$ cat src/rtl/chip8_mem_arbiter.sv
// Sole owner of the CHIP-8 byte RAM. Round-robin arbitration between opcode fetch,
// sprite draw and load/store, each served as a locked multi-cycle transaction.
//
// state | meaning
// IDLE  | waiting for a request; arbitration happens here
// F_A0  | fetch: first byte address on the RAM
// F_A1  | fetch: second byte address on the RAM, capture high byte
// F_D1  | fetch: capture low byte, load opcode
// B_A   | byte read: address on the RAM
// B_D   | byte read: capture read data
// W     | byte write: mem_we high for this one cycle
// DONE  | ack pulse for the finished transaction
module chip8_mem_arbiter #(
    parameter int ADDR_W        = 12,
    parameter int RR_RESET_LAST = 2
) (
    input  logic              clk,
    input  logic              rst,
    input  logic              fetch_req,
    input  logic [ADDR_W-1:0] fetch_addr,
    output logic              fetch_ack,
    output logic [15:0]       fetch_opcode,
    input  logic              draw_req,
    input  logic [ADDR_W-1:0] draw_addr,
    output logic              draw_ack,
    output logic [7:0]        draw_rdata,
    input  logic              ls_req,
    input  logic              ls_we,
    input  logic [ADDR_W-1:0] ls_addr,
    input  logic [7:0]        ls_wdata,
    output logic              ls_ack,
    output logic [7:0]        ls_rdata,
    output logic [ADDR_W-1:0] mem_addr,
    output logic              mem_we,
    output logic [7:0]        mem_wdata,
    input  logic [7:0]        mem_rdata,
    output logic              busy
);

    typedef enum logic [2:0] {IDLE, F_A0, F_A1, F_D1, B_A, B_D, W, DONE} state_t;

    state_t            r_state;
    logic [1:0]        r_rr_last;
    logic [1:0]        r_id;
    logic [7:0]        r_hi;
    logic              r_fetch_ack;
    logic              r_draw_ack;
    logic              r_ls_ack;
    logic [15:0]       r_fetch_opcode;
    logic [7:0]        r_draw_rdata;
    logic [7:0]        r_ls_rdata;
    logic [ADDR_W-1:0] r_mem_addr;
    logic              r_mem_we;
    logic [7:0]        r_mem_wdata;

    logic              w_any;
    logic [1:0]        w_win;

    // First requester after the last grant, in the circular order 0,1,2.
    always_comb begin
        w_any = fetch_req | draw_req | ls_req;
        w_win = 2'd0;
        case (r_rr_last)
            2'd0:    w_win = draw_req  ? 2'd1 : (ls_req    ? 2'd2 : 2'd0);
            2'd1:    w_win = ls_req    ? 2'd2 : (fetch_req ? 2'd0 : 2'd1);
            default: w_win = fetch_req ? 2'd0 : (draw_req  ? 2'd1 : 2'd2);
        endcase
    end

    always_ff @(posedge clk) begin
        if (rst) begin
            r_state        <= IDLE;
            r_rr_last      <= 2'(RR_RESET_LAST);
            r_id           <= 2'd0;
            r_hi           <= 8'd0;
            r_fetch_ack    <= 1'b0;
            r_draw_ack     <= 1'b0;
            r_ls_ack       <= 1'b0;
            r_fetch_opcode <= 16'd0;
            r_draw_rdata   <= 8'd0;
            r_ls_rdata     <= 8'd0;
            r_mem_addr     <= '0;
            r_mem_we       <= 1'b0;
            r_mem_wdata    <= 8'd0;
        end else begin
            r_fetch_ack <= 1'b0;
            r_draw_ack  <= 1'b0;
            r_ls_ack    <= 1'b0;
            case (r_state)
                IDLE: begin
                    if (w_any) begin
                        r_id      <= w_win;
                        r_rr_last <= w_win;
                        case (w_win)
                            2'd0: begin
                                r_mem_addr <= fetch_addr;
                                r_state    <= F_A0;
                            end
                            2'd1: begin
                                r_mem_addr <= draw_addr;
                                r_state    <= B_A;
                            end
                            default: begin
                                r_mem_addr  <= ls_addr;
                                r_mem_wdata <= ls_wdata;
                                r_mem_we    <= ls_we;
                                r_state     <= ls_we ? W : B_A;
                            end
                        endcase
                    end
                end
                F_A0: begin
                    r_mem_addr <= r_mem_addr + ADDR_W'(1);
                    r_state    <= F_A1;
                end
                F_A1: begin
                    r_hi    <= mem_rdata;
                    r_state <= F_D1;
                end
                F_D1: begin
                    r_fetch_opcode <= {r_hi, mem_rdata};
                    r_fetch_ack    <= 1'b1;
                    r_state        <= DONE;
                end
                B_A: r_state <= B_D;
                B_D: begin
                    if (r_id == 2'd1) begin
                        r_draw_rdata <= mem_rdata;
                        r_draw_ack   <= 1'b1;
                    end else begin
                        r_ls_rdata <= mem_rdata;
                        r_ls_ack   <= 1'b1;
                    end
                    r_state <= DONE;
                end
                W: begin
                    r_mem_we <= 1'b0;
                    r_ls_ack <= 1'b1;
                    r_state  <= DONE;
                end
                DONE:    r_state <= IDLE;
                default: r_state <= IDLE;
            endcase
        end
    end

    assign fetch_ack    = r_fetch_ack;
    assign draw_ack     = r_draw_ack;
    assign ls_ack       = r_ls_ack;
    assign fetch_opcode = r_fetch_opcode;
    assign draw_rdata   = r_draw_rdata;
    assign ls_rdata     = r_ls_rdata;
    assign mem_addr     = r_mem_addr;
    assign mem_we       = r_mem_we;
    assign mem_wdata    = r_mem_wdata;
    assign busy         = (r_state != IDLE);

endmodule

$ cat config.mk
export PLATFORM = sky130hd
export DESIGN_NAME = chip8_mem_arbiter
export DESIGN_NICKNAME = d
export VERILOG_FILES = /design/src/rtl/chip8_mem_arbiter.sv
export SDC_FILE = /design/constraint.sdc
export NUM_CORES = 1
export LEC_CHECK = 0
export ABC_AREA = 1
export CORE_MARGIN = 4
export CORE_UTILIZATION = 47
export DETAILED_ROUTE_END_ITERATION = 12
export GPL_TIMING_DRIVEN = 1
export PLACE_DENSITY = 0.9
export SLEW_MARGIN = 20
export SYNTH_ARGS = -nofsm -noshare
export SYNTH_HDL_FRONTEND = slang
export SYNTH_SLANG_ARGS = --single-unit
export TNS_END_PERCENT = 10
$ cat constraint.sdc
create_clock -name clk -period 2.25 [get_ports clk]
set_input_delay 0.45 -clock clk [delete_from_list [all_inputs] [get_ports clk]]
set_output_delay 0.45 -clock clk [all_outputs]
set_load 0.005 [all_outputs]
==> impl_metrics.env, run 1 <==
export IMPL_status="finished, final reports clean"
export IMPL_synthArstFlopShare_pct=0
export IMPL_avgSynthCellArea_um2=7.17
export IMPL_swShare_pct=36.1
export IMPL_worst_ep_required_time_ns=1.80
export IMPL_ff2ff_path_depth=8
export IMPL_yosysTopAreaCellShare_pct=46.4
export IMPL_nets=596
export IMPL_synth_commonest_cells="nor2_1 (71), dfxtp_1 (70), nand2_1 (59)"
export IMPL_synth_main_ff_cell="dfxtp_1"
export IMPL_cp_arrival_ns=1.45
export IMPL_die_y_um=88.2
export IMPL_viasPerCell=5.36
export IMPL_cts_resized=0
export IMPL_hold_viol=0
export IMPL_cts_tree="built"
export IMPL_cts_max_path_buffers=2
export IMPL_diodes=0
export IMPL_drive_gt1_share_pct=8.30
export IMPL_p_sw_mw=1.76
export IMPL_power_density_nw_per_um2=1090
export IMPL_start_kind="flip-flop"
export IMPL_dp_hpwl_um=6600
export IMPL_r2r_end="mem_addr[6]"
export IMPL_final_area_um2=4450
export IMPL_combPwrFrac_pct=40.8
export IMPL_grt_pass1_wl_um=14900
export IMPL_clk_pin_slew_ns=0.07
export IMPL_wire_per_inst_um=14.7
export IMPL_setup_tns_final_ns=0
export IMPL_wirelength_um=9080
export IMPL_clock_fmax_ghz=0.528
export IMPL_drv_slew=0
export IMPL_final_fill_count=445
export IMPL_placedCellCount=601
export IMPL_clock_sinks=70
export IMPL_period_minus_slack_ns=1.90
export IMPL_drt_iter0_markers=210
export IMPL_rsz0062_at_grt="no"
export IMPL_synth_fa_ha_area_share_pct=0.414
export IMPL_cellLeakagePower_nw=1.82
export IMPL_maxCapViolCount=0
export IMPL_fin_hold_ws_ns=0.457
export IMPL_area_growth_pct=47.3
export IMPL_clk_insertion_delay_late_ns=0.33
export IMPL_cts_root_buf="clkbuf_8"
export IMPL_firstDrtPassIters=5
export IMPL_dpl_instance_area_um2=4230
export IMPL_yosys_top_cells_area="dfxtp_1 (46%), nor2_1 (8.8%), o21ai_0 (8.8%)"
export IMPL_yosysMostFrequentCell="nor2_1"
export IMPL_dieWidth_um=88.2
export IMPL_antenna_found_initial=0
export IMPL_stdcell_count=617
export IMPL_clkPwrFrac_pct=22.7
export IMPL_tightestPinTransition_ns=0.487
export IMPL_peakVddDrop_mv=0.575
export IMPL_fin_ws_ns=0.354
export IMPL_rows=28
export IMPL_p_total_mw=4.86
export IMPL_cts_max_level=3
export IMPL_yosysTopAreaCell="dfxtp_1"
export IMPL_skew_ns=0.00757
export IMPL_hp_class="flip-flop to flip-flop"
export IMPL_ys_seq_area_share_pct=46.4
export IMPL_routabilityCongestion=0.894
export IMPL_cts_hold_buf=0
export IMPL_synth_xor_area_share_pct=0.580
export IMPL_critPathCaptureType="output port"
export IMPL_dieArea_um2=7770
export IMPL_final_core_util_pct=73.4
export IMPL_cp_max_fo=6
export IMPL_yosys_register_bits=70
export IMPL_crit_path_start="r_state[2]"
export IMPL_synth_edff_count=0
export IMPL_seqPwrFrac_pct=36.5
export IMPL_antenna_left=0
export IMPL_crit_end="busy"
export IMPL_io_buffers=114
export IMPL_synth_top_family_by_area="simple AND/OR/NAND/NOR gates"
export IMPL_grt_pass1_vias=3253
export IMPL_syn_area_um2=3020
export IMPL_overflow=0
export IMPL_internal_power_mw=3.10
export IMPL_synth_compound_area_share_pct=19.0
export IMPL_post_place_ws_ns=0.207
export IMPL_vias=3308
export IMPL_tritoncts_num_buffers=9
export IMPL_ioPinCount=115
export IMPL_ys_warnings_count=0
export IMPL_core_um2=6060
export IMPL_synth_mux_area_share_pct=0
export IMPL_ys_types=29
export IMPL_synth_net_count=480
export IMPL_yosys_area_share_simple_pct=26.5
export IMPL_syn_inst=421
export IMPL_path_class="flip-flop to output port"
export IMPL_post_route_period_util_pct=84.3
export IMPL_max_slew_margin_rel_pct=67.4
export IMPL_grt_max_degree=39
export IMPL_r2r_start="mem_addr[0]"
export IMPL_start_util_pct=49.8
export IMPL_grtUsageTotal_pct=24.2
export IMPL_finalSetupViolCount=0
export IMPL_r2r_setup_slack_ns=0.67
export IMPL_drcViolationCount=0
export IMPL_postCtsSetupBuffers=0
power groups by stage:
| stage | logic, mW | clock network (mW) | registers (mW) |
|---|---|---|---|
| 2_1_floorplan | 1.15 | 0 | 1.77 |
| 3_3_place_gp | 1.90 | 0 | 1.78 |
| 3_5_place_dp | 1.97 | 0 | 1.79 |
| 4_1_cts | 1.99 | 1.13 | 1.77 |
| 5_1_grt | 2.21 | 1.18 | 1.81 |
| 6_report | 1.98 | 1.10 | 1.78 |
cell type report:
class / count / area, um^2 / share of cell area (%)
Clock buffer: 10 / 138 / 3.09
Clock inverter: 6 / 83.8 / 1.88
Inverter: 34 / 128 / 2.87
Multi-Input combinational cell: 300 / 1400 / 31.5
Sequential cell: 70 / 1400 / 31.5
Tap cell: 75 / 93.8 / 2.11
Timing Repair Buffer: 122 / 1200 / 27.0
cell families (layout without fill, tap and decap cells):
group	count (synthesis)	count (layout)
xor+xnor	2	2
fa+ha+maj	1	1
flops	70	70
compound gates	111	111
buf+inv	51	172
simple gates	186	186
flip-flops by register name (all words and copies together), names as in the netlist:
register and cells:
r_state 3, draw_rdata 8, ls_ack 1, r_hi 8, r_rr_last 2, fetch_ack 1, fetch_opcode 16, mem_wdata 8
mem_addr 12, mem_we 1, r_id 1, ls_rdata 8, draw_ack 1
critical path: stages (launching register included):
cell	delay (ns)
dfxtp_1	0.39
inv_2	0.09
nand2_2	0.12
clkdlybuf4s50_1	0.51
how the worst min path moves through the flow:
| stage | startpoint | to | slack, ns | cells after the start |
|---|---|---|---|---|
| floorplan | r_hi[2] | fetch_opcode[10] | 0.43 | 2 |
| global placement | r_hi[1] | fetch_opcode[9] | 0.44 | 2 |
| detailed placement | r_hi[1] | fetch_opcode[9] | 0.45 | 2 |
| CTS | r_hi[4] | r_hi[4] | 0.46 | 2 |
| global route | r_hi[1] | r_hi[1] | 0.48 | 2 |
| finish | r_hi[1] | r_hi[1] | 0.46 | 2 |
layout by cell type, fill, tap and decap left out, types with 7 or more instances in the layout:
master,instances
nor2_1,71
clkbuf_8,10
nand3_1,37
dfxtp_1,70
inv_1,26
o21ai_0,53
nand2_1,59
a21oi_1,50
inv_2,7
clkdlybuf4s50_1,114
buf_4,8
routing by layer:
metal	wire length, um	up-vias	part of all wire [%]	global-route usage [%]
li1	-	1624	-	-
met1	3600	1505	40	29.1
met2	4360	156	48	39.7
met3	859	23	9.5	7.06
met4	263	0	2.9	11.8
met5	0	-	0	0
(Power assumes the default switching activity.)
==> inputs of run 2 (changes only) <==
CORE_UTILIZATION = 44   (was 47)
PLACE_DENSITY = 0.85   (was 0.9)
clock period = 1.75 ns   (was 2.25 ns; I/O delays follow)
==> impl_metrics.env, run 2 (same netlist as run 1, synthesis figures left out) <==
export IMPL_status="finished, final reports clean"
export IMPL_cts_tree="built"
export IMPL_rows=29
export IMPL_finalSetupViolCount=0
export IMPL_drcViolationCount=0
export IMPL_post_place_ws_ns=-0.0904
export IMPL_grt_pass1_wl_um=15300
export IMPL_peakVddDrop_mv=0.901
export IMPL_antenna_left=0
export IMPL_start_util_pct=46.5
export IMPL_final_common_cell="clkdlybuf4s50_1"
export IMPL_firstDrtPassIters=5
export IMPL_cts_max_path_buffers=2
export IMPL_multiInputGateArea_um2=1400
export IMPL_placedCellCount=613
export IMPL_critPathMaxStageDelay_ns=0.55
export IMPL_drive_gt1_share_pct=10.3
export IMPL_clk_insertion_delay_late_ns=0.35
export IMPL_period_minus_slack_ns=1.70
export IMPL_io_buffers=114
export IMPL_cp_top_family="buffers and inverters"
export IMPL_viasPerCell=5.28
export IMPL_nets=606
export IMPL_largest_register_ffs=16
export IMPL_clock_sinks=70
export IMPL_max_slew_margin_rel_pct=65.8
export IMPL_skew_ns=0.0110
export IMPL_wirelength_um=9180
export IMPL_setup_tns_final_ns=0
export IMPL_fin_ws_ns=0.0526
export IMPL_slowest_stage="clkdlybuf4s50_1"
export IMPL_vias=3320
export IMPL_final_cell_mix="clkdlybuf4s50_1 (113), nor2_1 (71), dfxtp_1 (68)"
export IMPL_crit_buf_inv=1
export IMPL_die_y_um=90.8
export IMPL_cp_arrival_ns=1.35
export IMPL_final_core_util_pct=70.2
export IMPL_grt_pass1_vias=3221
export IMPL_maxCapViolCount=0
export IMPL_grt_max_degree=44
export IMPL_cts_root_buf="clkbuf_8"
export IMPL_final_fill_count=502
export IMPL_wire_per_inst_um=14.6
export IMPL_p_sw_mw=2.38
export IMPL_cellLeakagePower_nw=1.87
export IMPL_grtUsageTotal_pct=22.4
export IMPL_dieArea_um2=8250
export IMPL_overflow=0
export IMPL_cts_hold_buf=0
export IMPL_routabilityCongestion=0.849
export IMPL_post_route_period_util_pct=97.0
export IMPL_cts_max_level=3
export IMPL_hold_viol=0
export IMPL_cp_max_fo=7
export IMPL_path_class="flip-flop to output port"
export IMPL_diodes=0
export IMPL_stdcell_count=629
export IMPL_antenna_found_initial=0
export IMPL_critPathCaptureType="output port"
export IMPL_dp_hpwl_um=6670
export IMPL_tritoncts_num_buffers=9
export IMPL_swShare_pct=36.6
export IMPL_worst_ep_required_time_ns=1.40
export IMPL_fin_hold_ws_ns=0.461
export IMPL_dieWidth_um=90.8
export IMPL_ioPinCount=115
export IMPL_internal_power_mw=4.12
export IMPL_drt_iter0_markers=214
export IMPL_combPwrFrac_pct=42.0
export IMPL_clock_fmax_ghz=0.589
export IMPL_power_density_nw_per_um2=1430
export IMPL_start_kind="flip-flop"
export IMPL_hp_class="flip-flop to flip-flop"
export IMPL_clkPwrFrac_pct=22.9
export IMPL_clk_pin_slew_ns=0.09
export IMPL_rsz0062_at_grt="no"
export IMPL_core_um2=6490
export IMPL_area_growth_pct=51.0
export IMPL_seqPwrFrac_pct=35.0
export IMPL_seq_area_um2=1400
export IMPL_drv_slew=0
export IMPL_tightestPinTransition_ns=0.512
export IMPL_path_cells="clkdlybuf4s50_1"
## run 2: cell types whose count changed in the layout (fill, tap and decap cells not counted), sizes merged, moves of 2 or more
cell	previous run	this run
clkinvlp	0	2
inv	34	36
buf	8	18
clkinv	4	1
## run 2: cell type report
cell class	count	share of cell area, %
Timing Repair Buffer	132	28.5
Clock buffer	9	2.72
Tap cell	77	2.11
Multi-Input combinational cell	300	30.8
Inverter	34	2.80
Clock inverter	7	2.28
Sequential cell	70	30.8
## run 2: repair_timing
item                       4_1_cts  5_1_grt
setup endpoints to repair        1        0
gates resized for setup          3        0
buffers inserted                 0        0
hold endpoints to repair         0        0
## run 2: power groups by stage
stage	combinational, mW	sequential (mW)	clock [mW]
6_report	2.74	2.28	1.49
5_1_grt	3.06	2.32	1.58
4_1_cts	2.74	2.27	1.50
3_5_place_dp	2.73	2.30	0
3_3_place_gp	2.64	2.29	0
2_1_floorplan	1.48	2.27	0
## run 2: final timing paths
kind	start	to	slack, ns	cells past startpoint
setup reg to reg	r_state[0]	draw_rdata[2]	0.17	7
hold / removal	r_hi[0]	fetch_opcode[8]	0.46	2
setup / recovery	mem_addr[5]	mem_addr[5]	0.05	1
hold reg to reg	r_hi[0]	fetch_opcode[8]	0.46	2
## run 2: routing by layer
metal  share of wire (%)  vias up  global-route usage, %
li1                    -     1647                      -
met1                  42     1500                   27.8
met2                  45      150                   35.0
met3                  10       23                   9.00
met4                 2.1        0                   8.42
met5                   0        -                      0
## run 2: worst reg2reg max path: stages, from the launching register on
cell,delay [ns]
dfxtp_1,0.39
inv_2,0.06
nor2_1,0.19
nand2_1,0.14
nor2_2,0.34
inv_2,0.16
nor2_1,0.14
nor2_1,0.06
## run 2: per-stage QoR
stage | area, um^2 | power, mW
CTS | 4560 | 6.51
global route | 4560 | 6.96
finish | 4560 | 6.51
floorplan | 3020 | 3.75
global placement | 4330 | 4.93
detailed placement | 4330 | 5.03
